## src/rtl/wave_display_if.sv

```systemverilog
// Raster-in / pixel-out bus of the waveform display, plus its sample-RAM read port.
// The master side drives the raster and returns RAM data; the slave side is the display.
interface wave_display_if;
  logic [10:0] x;
  logic [9:0]  y;
  logic        valid;
  logic        read_index;
  logic [7:0]  read_value;
  logic [8:0]  read_address;
  logic        valid_pixel;
  logic [7:0]  r;
  logic [7:0]  g;
  logic [7:0]  b;
  logic        wave_display_idle;

  modport master (
    output x, y, valid, read_index, read_value,
    input  read_address, valid_pixel, r, g, b, wave_display_idle
  );

  modport slave (
    input  x, y, valid, read_index, read_value,
    output read_address, valid_pixel, r, g, b, wave_display_idle
  );
endinterface

```

## src/rtl/wave_display.sv

```systemverilog
// Draws the captured 512x8 sample RAM as a vertically filled trace in the top-left 1024x512 window.
// Define WAVE_DISPLAY_GRID_EN to overlay grid lines every 128 pixels.
module wave_display #(
  parameter logic [23:0] WAVE_COLOR = 24'hFFFFFF,
  parameter logic [23:0] GRID_COLOR = 24'h404040
) (
  input logic           clk,
  input logic           reset,
  wave_display_if.slave bus
);

  function automatic logic in_span(input logic [7:0] row, input logic [7:0] a,
                                   input logic [7:0] b);
    logic [7:0] lo;
    logic [7:0] hi;
    lo = (a < b) ? a : b;
    hi = (a < b) ? b : a;
    return (row >= lo) && (row <= hi);
  endfunction

  // Stage 0: address the RAM and capture the pixel position
  logic inwin_p0;
  assign inwin_p0         = bus.valid & ~bus.x[10] & ~bus.y[9];
  assign bus.read_address = {bus.read_index, bus.x[9:2]};

  logic       vld_p1;
  logic       inwin_p1;
  logic [7:0] addr_p1;
  logic [7:0] yr_p1;

  always_ff @(posedge clk or posedge reset) begin
    if (reset) begin
      vld_p1   <= 1'b0;
      inwin_p1 <= 1'b0;
    end else begin
      vld_p1   <= bus.valid;
      inwin_p1 <= inwin_p0;
    end
  end

  always_ff @(posedge clk) begin
    addr_p1 <= bus.x[9:2];
    yr_p1   <= bus.y[8:1];
  end

  logic grid_p1;
`ifdef WAVE_DISPLAY_GRID_EN
  logic [6:0] xg_p1;
  logic [6:0] yg_p1;

  always_ff @(posedge clk) begin
    xg_p1 <= bus.x[6:0];
    yg_p1 <= bus.y[6:0];
  end

  assign grid_p1 = inwin_p1 & ((xg_p1 == 7'd0) | (yg_p1 == 7'd0));
`else
  assign grid_p1 = 1'b0;
`endif

  // Stage 1: RAM data arrives; decide whether this row lies on the trace segment
  logic [7:0]  last_addr;
  logic [7:0]  hold_cur;
  logic [7:0]  hold_prev;
  logic        new_addr_p1;
  logic [7:0]  cur_p1;
  logic [7:0]  prev_p1;
  logic        lit_p1;
  logic [23:0] rgb_p1;

  always_comb begin
    new_addr_p1 = vld_p1 & inwin_p1 & ((addr_p1 != last_addr) | (addr_p1 == 8'd0));
    cur_p1      = hold_cur;
    prev_p1     = hold_prev;
    if (new_addr_p1) begin
      cur_p1  = bus.read_value;
      // Column 0 starts a fresh line: no fill from the previous line's last sample
      prev_p1 = (addr_p1 == 8'd0) ? bus.read_value : hold_cur;
    end
    lit_p1 = inwin_p1 & in_span(yr_p1, ~cur_p1, ~prev_p1);
    rgb_p1 = lit_p1 ? WAVE_COLOR : (grid_p1 ? GRID_COLOR : 24'h000000);
  end

  always_ff @(posedge clk or posedge reset) begin
    if (reset) begin
      last_addr <= 8'd0;
      hold_cur  <= 8'd0;
      hold_prev <= 8'd0;
    end else if (new_addr_p1) begin
      last_addr <= addr_p1;
      hold_cur  <= cur_p1;
      hold_prev <= prev_p1;
    end
  end

  // Stage 2: registered pixel outputs
  always_ff @(posedge clk or posedge reset) begin
    if (reset) begin
      bus.valid_pixel <= 1'b0;
      bus.r           <= 8'd0;
      bus.g           <= 8'd0;
      bus.b           <= 8'd0;
    end else begin
      bus.valid_pixel <= vld_p1 & (lit_p1 | grid_p1);
      bus.r           <= rgb_p1[23:16];
      bus.g           <= rgb_p1[15:8];
      bus.b           <= rgb_p1[7:0];
    end
  end

  always_ff @(posedge clk or posedge reset) begin
    if (reset) begin
      bus.wave_display_idle <= 1'b0;
    end else if (bus.valid) begin
      bus.wave_display_idle <= bus.y[9];
    end
  end

endmodule

```

## src/flat_wrapper.sv

```systemverilog
// flat-port wrapper written by rule: the top's interface ports become plain ports
module wave_display_flat 
#(
  parameter logic [23:0] WAVE_COLOR = 24'hFFFFFF,
  parameter logic [23:0] GRID_COLOR = 24'h404040
)
  (clk, reset, bus_x, bus_y, bus_valid, bus_read_index, bus_read_value, bus_read_address, bus_valid_pixel, bus_r, bus_g, bus_b, bus_wave_display_idle);
  wave_display_if bus_i ();
  input logic clk;
  input logic reset;
  input wire logic [$bits(bus_i.x)-1:0] bus_x;
  input wire logic [$bits(bus_i.y)-1:0] bus_y;
  input wire logic [$bits(bus_i.valid)-1:0] bus_valid;
  input wire logic [$bits(bus_i.read_index)-1:0] bus_read_index;
  input wire logic [$bits(bus_i.read_value)-1:0] bus_read_value;
  output wire logic [$bits(bus_i.read_address)-1:0] bus_read_address;
  output wire logic [$bits(bus_i.valid_pixel)-1:0] bus_valid_pixel;
  output wire logic [$bits(bus_i.r)-1:0] bus_r;
  output wire logic [$bits(bus_i.g)-1:0] bus_g;
  output wire logic [$bits(bus_i.b)-1:0] bus_b;
  output wire logic [$bits(bus_i.wave_display_idle)-1:0] bus_wave_display_idle;
  assign bus_i.x = bus_x;
  assign bus_i.y = bus_y;
  assign bus_i.valid = bus_valid;
  assign bus_i.read_index = bus_read_index;
  assign bus_i.read_value = bus_read_value;
  assign bus_read_address = bus_i.read_address;
  assign bus_valid_pixel = bus_i.valid_pixel;
  assign bus_r = bus_i.r;
  assign bus_g = bus_i.g;
  assign bus_b = bus_i.b;
  assign bus_wave_display_idle = bus_i.wave_display_idle;
  wave_display #(.WAVE_COLOR(WAVE_COLOR), .GRID_COLOR(GRID_COLOR)) u_core (.clk(clk), .reset(reset), .bus(bus_i));
endmodule
```

## config.mk

```make
export PLATFORM = sky130hd
export DESIGN_NAME = wave_display_flat
export DESIGN_NICKNAME = d
export VERILOG_FILES = /design/src/rtl/wave_display_if.sv /design/src/rtl/wave_display.sv /design/src/flat_wrapper.sv
export SDC_FILE = /design/constraint.sdc
export NUM_CORES = 1
export LEC_CHECK = 0
export BUFFER_PORTS_ARGS = -buffer_cell sky130_fd_sc_hd__buf_2
export CAP_MARGIN = 20
export CORE_MARGIN = 10
export CORE_UTILIZATION = 50
export CTS_CLUSTER_DIAMETER = 200
export CTS_CLUSTER_SIZE = 8
export DETAILED_ROUTE_END_ITERATION = 8
export PLACE_DENSITY = 0.79
export SLEW_MARGIN = 20
export SYNTH_ARGS = -nofsm -noshare
export SYNTH_HDL_FRONTEND = slang
export SYNTH_SLANG_ARGS = --single-unit
```

## constraint.sdc

```tcl
create_clock -name clk -period 9.4 [get_ports clk]
set_input_delay 0.47 -clock clk [delete_from_list [all_inputs] [get_ports clk]]
set_output_delay 0.47 -clock clk [all_outputs]
set_load 0.01 [all_outputs]
```

==> flow_summary.json <==
{
  "start_util": 0.515,
  "grt_use_total": 0.120,
  "yosysSeqAreaShare": 0.398,
  "final_cell_mix": "buf_2, mux2i_1, dfrtp_1",
  "drt_iter0_drc": 58,
  "die_y_um": 92.5,
  "tns_ns": 0,
  "die_w_um": 92.5,
  "crit_chain": "nor4_1 > nand2_1 > a31oi_4 > mux2i_1 > ha_1 > o32ai_1 > nand3_1 > mux2i_1 > a221oi_2 > o31ai_4 > mux2_2 > ha_1 > nand2b_1 > a21o_1 > a21o_1 > a21o_1 > a21oi_1 > o31a_1 > nor3_1",
  "synth-seq-cells": 45,
  "grt_overflow_total": 0,
  "coreArea_mm2": 0.00511,
  "synth-edff-count": 0,
  "final-hold-violation-count": 0,
  "maxSlewViolCount": 0,
  "final_layout_size_suffix_gt1_frac": 0.304,
  "cts_made_buffers": 5,
  "dr.pass1.iters": 4,
  "fin_crit_sh": 0.677,
  "fin_nets": 340,
  "dp_hpwl_um": 3870,
  "grt_pass1_vias": 1871,
  "clk_pin_slew_ns": 0.09,
  "cp-endpoint": "u_core.bus.valid_pixel",
  "rows": 26,
  "slew_headroom": 0.306,
  "yosysUniqueCellTypes": 32,
  "fin_skew_ns": 0.00421,
  "synth_warnings": 0,
  "status": "finished, final reports clean",
  "p_leak_nw": 1.58,
  "ant_nets": 0,
  "syn2layout_area_growth_pct": 10.3,
  "wl_per_cell_um": 14.0,
  "cp.arrival_ns": 6.54,
  "path_depth": 19,
  "cts.path.max_buffers": 2,
  "setup_viol": 0,
  "r2r-start": "u_core.addr_p1[4]",
  "grt_pass1_wl_um": 8410,
  "critPathRequiredTime_ns": 9.58,
  "die_area_mm2": 0.00856,
  "critPathBufInv": 0,
  "setup.worst_path.start_class": "flop",
  "crit_type": "reg2reg",
  "crit_fanout": 32,
  "vias": 1741,
  "critPathMaxStageDelay_ns": 1.01,
  "end_kind": "flop",
  "clk-insertion-delay-late_ns": 0.30,
  "async_flop_share": 0.644,
  "post_cts_buffers": 0,
  "syn_nets": 307,
  "cts_max_level": 2,
  "vias_per_cell": 4.89,
  "min_period_ns": 6.37,
  "rsz0062_at_grt": "false",
  "pin_count": 68,
  "final_common_cell": "buf_2",
  "fmax_ghz": 0.157,
  "cts.sinks": 45,
  "grt_max_degree": 33,
  "wirelength_um": 4970,
  "port_buffers": 62,
  "drc": 0,
  "ir_worst_vdd_uv": 116,
  "num-fill-cells": 451,
  "worst_pin_slew_ns": 1.04,
  "cts_tree": "built",
  "gp_congestion": 0.804,
  "power_density_mw_per_mm2": 224,
  "root_buffer": "clkbuf_8",
  "cpMaxStageDelayCell": "a31oi_4",
  "insertedDiodeCount": 0,
  "syn_area_per_cell_um2": 10.4,
  "holdWs_ns": 0.205,
  "ctsResizeCount": 0,
  "syn_inst": 252,
  "reg2reg_slack_ns": 3.03,
  "critPathLaunch": "u_core.addr_p1[4]",
  "drv_cap": 0,
  "antenna_found_initial": 0,
  "critPathTopFamily": "compound AO/OA/AOI/OAI gates",
  "cpMostUsedCell": "a21o_1",
  "synth_flop_cell": "dfrtp_1",
  "reg2reg_to": "u_core.bus.valid_pixel",
  "worstHoldPathType": "in2async",
  "synth_area_mm2": 0.00263,
  "cts_hold_buf": 0,
  "rr_worst_depth": 19
}
==> registers in the layout, summed over array words and instances, names as in the netlist, 8 cells and up <==
| name | cells |
|---|---|
| u_core.hold_prev | 8 |
| u_core.yr_p1 | 8 |
| u_core.hold_cur | 8 |
| u_core.last_addr | 8 |
| u_core.addr_p1 | 8 |
==> power by group <==
group / internal (mW) / leakage [nW] / total, mW / switching, mW
clock network: 0.0605 / 0.0478 / 0.128 / 0.0676
logic: 0.136 / 1.05 / 0.281 / 0.146
registers: 0.221 / 0.482 / 0.240 / 0.0186
==> per-layer routing <==
metal | up-vias | global-route usage | share of wire
li1 | 893 | - | -
met1 | 788 | 0.136 | 0.45
met2 | 56 | 0.198 | 0.45
met3 | 4 | 0.0581 | 0.084
met4 | 0 | 0.0347 | 0.0080
met5 | - | 0 | 0
==> worst reg2reg max path, cell delays in order, from the launching register on <==
cell and delay (ns):
dfxtp_1 0.34, nor4_1 0.30, nand2_1 0.52, a31oi_4 1.01, mux2i_1 0.32, ha_1 0.30
o32ai_1 0.30, nand3_1 0.13, mux2i_1 0.20, a221oi_2 0.10, o31ai_4 0.89, mux2_2 0.43
ha_1 0.26, nand2b_1 0.14, a21o_1 0.18, a21o_1 0.18, a21o_1 0.17, a21oi_1 0.20
o31a_1 0.19, nor3_1 0.07
==> layout make-up <==
cell class,count,area (um^2),share of cell area
Sequential cell,45,1050,0.361
Clock buffer,6,82.6,0.0285
Multi-Input combinational cell,142,1220,0.422
Inverter,28,105,0.0362
Tap cell,70,87.6,0.0302
Clock inverter,2,16.3,0.00561
Timing Repair Buffer,63,338,0.116
==> through the flow <==
stage	power [mW]	util	setup slack, ns	instances	cell area [um^2]
floorplan	0.480	-	4.88	252	2630
global placement	0.513	0.543	3.15	347	2770
detailed placement	0.526	0.549	3.01	348	2800
CTS	0.658	0.568	2.97	356	2900
global route	0.710	0.568	2.53	356	2900
finish	0.649	0.568	3.03	356	2900
==> cell families (layout without fill, tap and decap cells) <==
| family | count (synthesis) | in the layout | share of synthesized area |
|---|---|---|---|
| xor+xnor | 8 | 8 | 0.0267 |
| flops | 45 | 45 | 0.398 |
| simple gates | 38 | 38 | 0.0781 |
| mux | 40 | 40 | 0.158 |
| buf+inv | 65 | 99 | 0.142 |
| fa+ha+maj | 22 | 22 | 0.105 |
| compound gates | 34 | 34 | 0.0933 |
==> worst min path at each step <==
stage / from / endpoint / slack (ns)
final: reset / u_core.last_addr[1] / 0.21
after global routing: bus_y[1] / u_core.yr_p1[0] / 0.23
after CTS: reset / u_core.last_addr[1] / 0.22
after detailed placement: u_core.bus.wave_display_idle / u_core.bus.wave_display_idle / 0.51
after global placement: u_core.bus.wave_display_idle / u_core.bus.wave_display_idle / 0.49
after floorplan: bus_x[2] / u_core.addr_p1[0] / 0.50
==> synthesized netlist by cell type (all sizes together) (3+ instances only) <==
master	number	area (um^2)
nand2	7	26.3
xor2	8	70.1
inv	28	105
o21ai	7	35.0
clkbuf	3	11.3
mux2i	29	290
dfrtp	29	726
nor4	4	37.5
dfxtp	16	320
nor2	12	45.0
nor3b	4	30.0
mux2	11	124
buf	34	256
a21oi	6	30.0
a21o	13	97.6
ha	22	275
nand4	3	18.8
(Power assumes the default switching activity.)
